### config.mk
export PLATFORM = sky130hd
export DESIGN_NAME = ahb_lite_interconnect
export DESIGN_NICKNAME = d
export VERILOG_FILES = /design/src/rtl/ahb_pkg.sv /design/src/rtl/ahb_default_slave.sv /design/src/rtl/ahb_lite_interconnect.sv
export SDC_FILE = /design/constraint.sdc
export NUM_CORES = 1
export LEC_CHECK = 0
export ABC_CLOCK_PERIOD_IN_PS = 4100
export CORE_AREA = 2 2 120 122
export CTS_CLUSTER_SIZE = 20
export DETAILED_ROUTE_END_ITERATION = 10
export DIE_AREA = 0 0 122 124
export REMOVE_ABC_BUFFERS = 1
export SKIP_LAST_GASP = 1
export SYNTH_ARGS = -nofsm -noshare
export SYNTH_HDL_FRONTEND = slang
export SYNTH_HIERARCHICAL = 1
export SYNTH_SLANG_ARGS = --single-unit
### constraint.sdc
create_clock -name HCLK -period 4.1 [get_ports HCLK]
set_clock_uncertainty 0.15 [all_clocks]
set_input_delay 0.82 -clock HCLK [delete_from_list [all_inputs] [get_ports HCLK]]
set_output_delay 0.82 -clock HCLK [all_outputs]
set_load 0.02 [all_outputs]
### src/rtl/ahb_pkg.sv
// Shared AHB-lite definitions: response codes, interconnect FSM states, region width.
package ahb_pkg;

    localparam logic HRESP_OKAY  = 1'b0;
    localparam logic HRESP_ERROR = 1'b1;

    // Width of the address field that selects a slave region.
    localparam int REGION_BITS = 4;

    typedef enum logic [1:0] {
        IDLE,
        DATA,
        ERR1,
        ERR2
    } ahb_ic_state_t;

endpackage

### src/rtl/ahb_default_slave.sv
// Default slave: produces the two-cycle AHB ERROR response (ERR1 stalls, ERR2 completes).
module ahb_default_slave
    import ahb_pkg::*;
(
    input  logic clk,
    input  logic rst_n,
    input  logic start,    // an error response must begin next cycle
    input  logic advance,  // interconnect is in an error phase; step the sequence
    output logic ready,
    output logic resp
);

    ahb_ic_state_t phase;

    // Step IDLE -> ERR1 -> ERR2 -> IDLE; a new start re-enters ERR1 directly.
    always_ff @(posedge clk) begin
        if (!rst_n) begin
            phase <= IDLE;
        end else if (start) begin
            phase <= ERR1;
        end else if (advance) begin
            phase <= (phase == ERR1) ? ERR2 : IDLE;
        end else begin
            phase <= IDLE;
        end
    end

    assign ready = (phase != ERR1);
    assign resp  = (phase == ERR1 || phase == ERR2) ? HRESP_ERROR : HRESP_OKAY;

endmodule

### src/rtl/ahb_lite_interconnect.sv
// Single-master AHB-lite interconnect: region decode, registered data-phase select,
// default ERROR slave, and per-slave wait-state timeout with quarantine.
module ahb_lite_interconnect
    import ahb_pkg::*;
#(
    parameter int NSLAVE     = 4,
    parameter int DW         = 32,
    parameter int REGION_LSB = 28,
    parameter int TIMEOUT    = 255
) (
    input  logic                 HCLK,
    input  logic                 HRESETn,
    input  logic                 HREQUEST,
    input  logic [31:0]          HADDR,
    input  logic                 HWRITE,
    input  logic [DW-1:0]        HWDATA,
    output logic [DW-1:0]        HRDATA,
    output logic                 HREADY,
    output logic                 HRESP,
    output logic [NSLAVE-1:0]    HSEL_S,
    output logic [31:0]          HADDR_S,
    output logic                 HWRITE_S,
    output logic [DW-1:0]        HWDATA_S,
    output logic                 HREADY_S,
    input  logic [NSLAVE*DW-1:0] HRDATA_S,
    input  logic [NSLAVE-1:0]    HREADYOUT_S,
    input  logic [NSLAVE-1:0]    HRESP_S
);

    localparam int SW = (NSLAVE > 1) ? $clog2(NSLAVE) : 1;
    localparam int CW = (TIMEOUT > 0) ? $clog2(TIMEOUT + 1) : 1;
    localparam logic [CW-1:0] TO_LAST = (TIMEOUT > 0) ? CW'(TIMEOUT - 1) : '0;

    ahb_ic_state_t          state;
    ahb_ic_state_t          state_nxt;
    logic [SW-1:0]          sel_q;
    logic [CW-1:0]          wait_cnt;
    logic [NSLAVE-1:0]      quarantine;

    logic [REGION_BITS-1:0] region;
    logic [NSLAVE-1:0]      hit_oh;
    logic                   hit;
    logic [NSLAVE-1:0]      sel_oh;
    logic                   slave_ready;
    logic                   slave_resp;
    logic [DW-1:0]          slave_rdata;
    logic                   dflt_ready;
    logic                   dflt_resp;
    logic                   hready_int;
    logic                   accept;
    logic                   timeout_fire;
    logic [NSLAVE-1:0]      busy_oh;

    assign region = HADDR[REGION_LSB +: REGION_BITS];

    // Address decode: the region's slave is selected unless out of range or quarantined.
    always_comb begin
        hit_oh = '0;
        hit    = 1'b0;
        for (int unsigned i = 0; i < NSLAVE; i++) begin
            if (region == REGION_BITS'(i) && !quarantine[i]) begin
                hit_oh[i] = 1'b1;
                hit       = 1'b1;
            end
        end
    end

    // Data-phase mux driven by the registered slave index.
    always_comb begin
        sel_oh      = '0;
        slave_ready = 1'b0;
        slave_resp  = HRESP_OKAY;
        slave_rdata = '0;
        for (int unsigned i = 0; i < NSLAVE; i++) begin
            if (sel_q == SW'(i)) begin
                sel_oh[i]   = 1'b1;
                slave_ready = HREADYOUT_S[i];
                slave_resp  = HRESP_S[i];
                slave_rdata = HRDATA_S[i*DW +: DW];
            end
        end
    end

    // Master-facing response depends on which phase owns the bus.
    always_comb begin
        hready_int = 1'b1;
        HRESP      = HRESP_OKAY;
        HRDATA     = '0;
        case (state)
            DATA: begin
                hready_int = slave_ready;
                HRESP      = slave_resp;
                HRDATA     = slave_rdata;
            end
            ERR1, ERR2: begin
                hready_int = dflt_ready;
                HRESP      = dflt_resp;
            end
            default: ;
        endcase
    end

    assign accept       = HREQUEST && hready_int;
    // A ready arriving on the last allowed wait cycle wins over the timeout.
    assign timeout_fire = (TIMEOUT != 0) && (state == DATA) && !slave_ready && (wait_cnt == TO_LAST);
    assign busy_oh      = (state == DATA) ? sel_oh : '0;

    // Next state: a completing cycle hands straight over to the newly accepted transfer.
    always_comb begin
        state_nxt = state;
        if (hready_int) begin
            if (accept) begin
                state_nxt = hit ? DATA : ERR1;
            end else begin
                state_nxt = IDLE;
            end
        end else if (timeout_fire) begin
            state_nxt = ERR1;
        end else if (state == ERR1) begin
            state_nxt = ERR2;
        end
    end

    // State, selected slave, wait counter and quarantine registers.
    always_ff @(posedge HCLK) begin
        if (!HRESETn) begin
            state      <= IDLE;
            sel_q      <= '0;
            wait_cnt   <= '0;
            quarantine <= '0;
        end else begin
            state <= state_nxt;
            if (accept && hit) begin
                sel_q <= region[SW-1:0];
            end
            wait_cnt   <= (state == DATA && !slave_ready && !timeout_fire) ? wait_cnt + 1'b1 : '0;
            quarantine <= (quarantine & ~(HREADYOUT_S & ~busy_oh)) | (timeout_fire ? sel_oh : '0);
        end
    end

    ahb_default_slave u_default_slave (
        .clk     (HCLK),
        .rst_n   (HRESETn),
        .start   ((accept && !hit) || timeout_fire),
        .advance ((state == ERR1) || (state == ERR2)),
        .ready   (dflt_ready),
        .resp    (dflt_resp)
    );

    assign HREADY   = hready_int;
    assign HREADY_S = hready_int;
    assign HSEL_S   = (HRESETn && HREQUEST) ? hit_oh : '0;
    assign HADDR_S  = HADDR;
    assign HWRITE_S = HWRITE;
    assign HWDATA_S = HWDATA;

endmodule

==> run metrics <==
GP Congestion=0.7722; initial core utilization=17.97%; cells after synthesis=250; Worst Path Max Fanout=5; post-route DRC violation count=0; Tot GR Track Use=16.27%; worst hold endpoint=quarantine[1]$_SDFF_PN0_; Placement Rows=43; hold depth=2; Highest Clock Rate=0.2719 GHz; CTS max path bufs=2; unrepaired setup endpoints after global routing=false; first-pass iteration count of the detailed router=4; htree depth=1; worst slew pin tran=0.5020 ns; TritonCTS clock tree=done; total wire length=13,330 um; Root Buffer=clkbuf_16; placed cell areas=0.004020 mm2; syn avg cell area=9.859 um2; CP Launch Type=input port; DIE HEIGHT=124 um; met1 global-route usage=15.70%; Setup crit end kind=primary output; register area share after synthesis=14.62%; Pins Over Slew Limit=0; largest net degree at the start of global routing=30; met3 Use GR=13.55%; core area=0.01372 mm2; wire per inst=24.60 um; Syn-to-layout area delta=66.80%; DP HPWL=11,510 um; fin cells=542; Ports=308; post-route cell area=0.004111 mm2; GR peak layer=met2; Critical path buffers and inverters=2; Crit Path Class=input port to primary output; share of layout cells above drive strength 1=14.68%; worst r2r src=sel_q[0]$_SDFFE_PN0P_; Die X=122 um; post_cts resized=0; total negative slack=0 ns; YS warnings=6; initial antenna violation count=1; share of flip-flops with an asynchronous set or reset=0%; outcome=finished, final reports clean; Hold Crit Start=quarantine[1]$_SDFF_PN0_; final worst slack=0.4227 ns; CTS clk-pin slew, worst paths=0.05 ns; die footprint=0.01513 mm2; type of the worst min-delay path=flip-flop to flip-flop; first-pass GRT wire length=17,390 um; Antenna Nets Post-Route=0; final setup fails=0; Leakage Power=1.362 nW; Setup WS pre-CTS=0.4248 ns; Mapped Area=0.002465 mm2; placed insts=537; utilization after layout=29.97%; vias in the first global route=2,423; worst r2r path cells=6; r2r setup slk=2.17 ns; EDFF count, synth=0; Final Hold Viols=0; R2R Path End=u_default_slave/phase[1]$_SDFF_PN0_; CP dominant cell by count=clkdlybuf4s50_1; grt total ovfl=0; Clock Latency Late Sink=0.25 ns; slowest CP cell=clkdlybuf4s50_1; Slowest Stage Delay on Critical Path=0.67 ns; ys flop type=dfxtp_1; # hold bufs at CTS=0; clk sinks=18; Tcrit/Tclk final=89.69%; Setup Buffers After CTS=0; Vias=2,432; peak supply drop=148.9 uV; FF+latch count, synth=18; CTS Buf Count=3; initial DRC count=90; PortBufs=185; worst path cell trace=clkdlybuf4s50_1, mux2i_1, o211a_2, nor2_1, clkdlybuf4s50_1; CP required=3.13 ns; via/cell ratio=4.487; Netlist cell types=41; critical path data arrival time=2.71 ns; worst hold margin=0.3409 ns; pwr/cell area=165.0 mW/mm2; min cycle time layout=3.677 ns; Max Cap Viol=0; total power=0.6783 mW; met2 usage=25.91%; max_slew headroom=66.38%; fin nets=568; Worst path top cell family by delay=buffers and inverters
## registers in the layout (all words and copies together) (netlist names)
signal                 flops
sel_q                      2
state                      2
quarantine                 4
u_default_slave/phase      2
wait_cnt                   8
## final cells by class
class                      instances  area (um2)
clock buffer                       4       88.84
multi-input combinational        147        1526
timing repair buffer             189        1894
fill                            1382        9608
antenna                            1       2.502
sequential                        18       362.8
inverter                           3       11.26
tap                              180       225.2
## where the power goes
part           switching, mW  internal, mW  leakage, nW  total, mW
logic                 0.0846         0.196         1.17      0.280
clock network         0.0653         0.148       0.0442      0.214
registers            0.00609         0.178        0.147      0.184
## worst min-delay path, cell delays in order, from the launching register on
cell and delay (ns):
dfxtp_1 0.33, nand3_1 0.07, o21ai_1 0.05
## worst max path at each step
stage                           from        to  depth (start not counted)
2_1_floorplan  sel_q[0]$_SDFFE_PN0P_    HREADY                          3
6_report              HREADYOUT_S[0]    HREADY                          5
3_5_place_dp          HREADYOUT_S[2]    HREADY                          5
4_1_cts               HREADYOUT_S[2]    HREADY                          5
3_3_place_gp          HREADYOUT_S[0]  HREADY_S                          5
5_1_grt               HREADYOUT_S[2]  HREADY_S                          5
## synthesized netlist by cell type, types with 2 or more instances
library cell   n  share of area [%]
nand3_1        7                1.4
dfxtp_1       18                 15
o21ai_1        4               0.81
a21oi_1        2               0.41
o211ai_2       2                1.0
ha_1           2                1.0
mux2i_1        3                1.2
nand2b_1       4                1.0
clkbuf_1       6               0.91
o21ai_0        3               0.61
buf_4         67                 20
and4_1         2               0.71
nor3_1         4               0.81
buf_2          7                1.4
nand2_1       10                1.5
and2_1        32                8.1
inv_1          3               0.46
mux4_2        34                 31
a211oi_1       2               0.61
o31ai_1        2               0.61
xor2_1         5                1.8
and3_1         2               0.51
nor2_1        10                1.5
nand4_1        2               0.51
## cell usage in the layout, fill, tap and decap left out, types with 3 or more instances in the layout
cell / instances
clkdlybuf4s50_1: 185
o21ai_1: 4
xor2_1: 5
buf_4: 3
mux2i_1: 3
and2_1: 32
o21ai_0: 3
inv_1: 3
nand3_1: 7
nand2b_1: 4
nor2_1: 10
nand2_1: 10
nor3_1: 4
dfxtp_1: 16
mux4_2: 34
clkbuf_16: 3
## cell families (layout without fill, tap and decap cells)
logic type,Yosys count,in the layout,share of synthesized area (%)
other,0,1,0
muxes,37,37,32.28
buffers and inverters,85,196,23.55
adders and majority gates,2,2,1.015
AOI/OAI and AO/OA,20,20,6.751
DFF,18,18,14.62
and+or+nand+nor,82,82,19.65
xor gates and xnor gates,6,6,2.132
## routing by layer
metal / wire length [um] / part of all wire (%) / up-vias
li1: - / - / 1058
met3: 2415 / 18 / 16
met2: 6138 / 46 / 233
met5: 83 / 0.62 / -
met1: 4309 / 32 / 1123
met4: 386 / 2.9 / 2
Note: power is estimated with default switching activity, not from simulation.
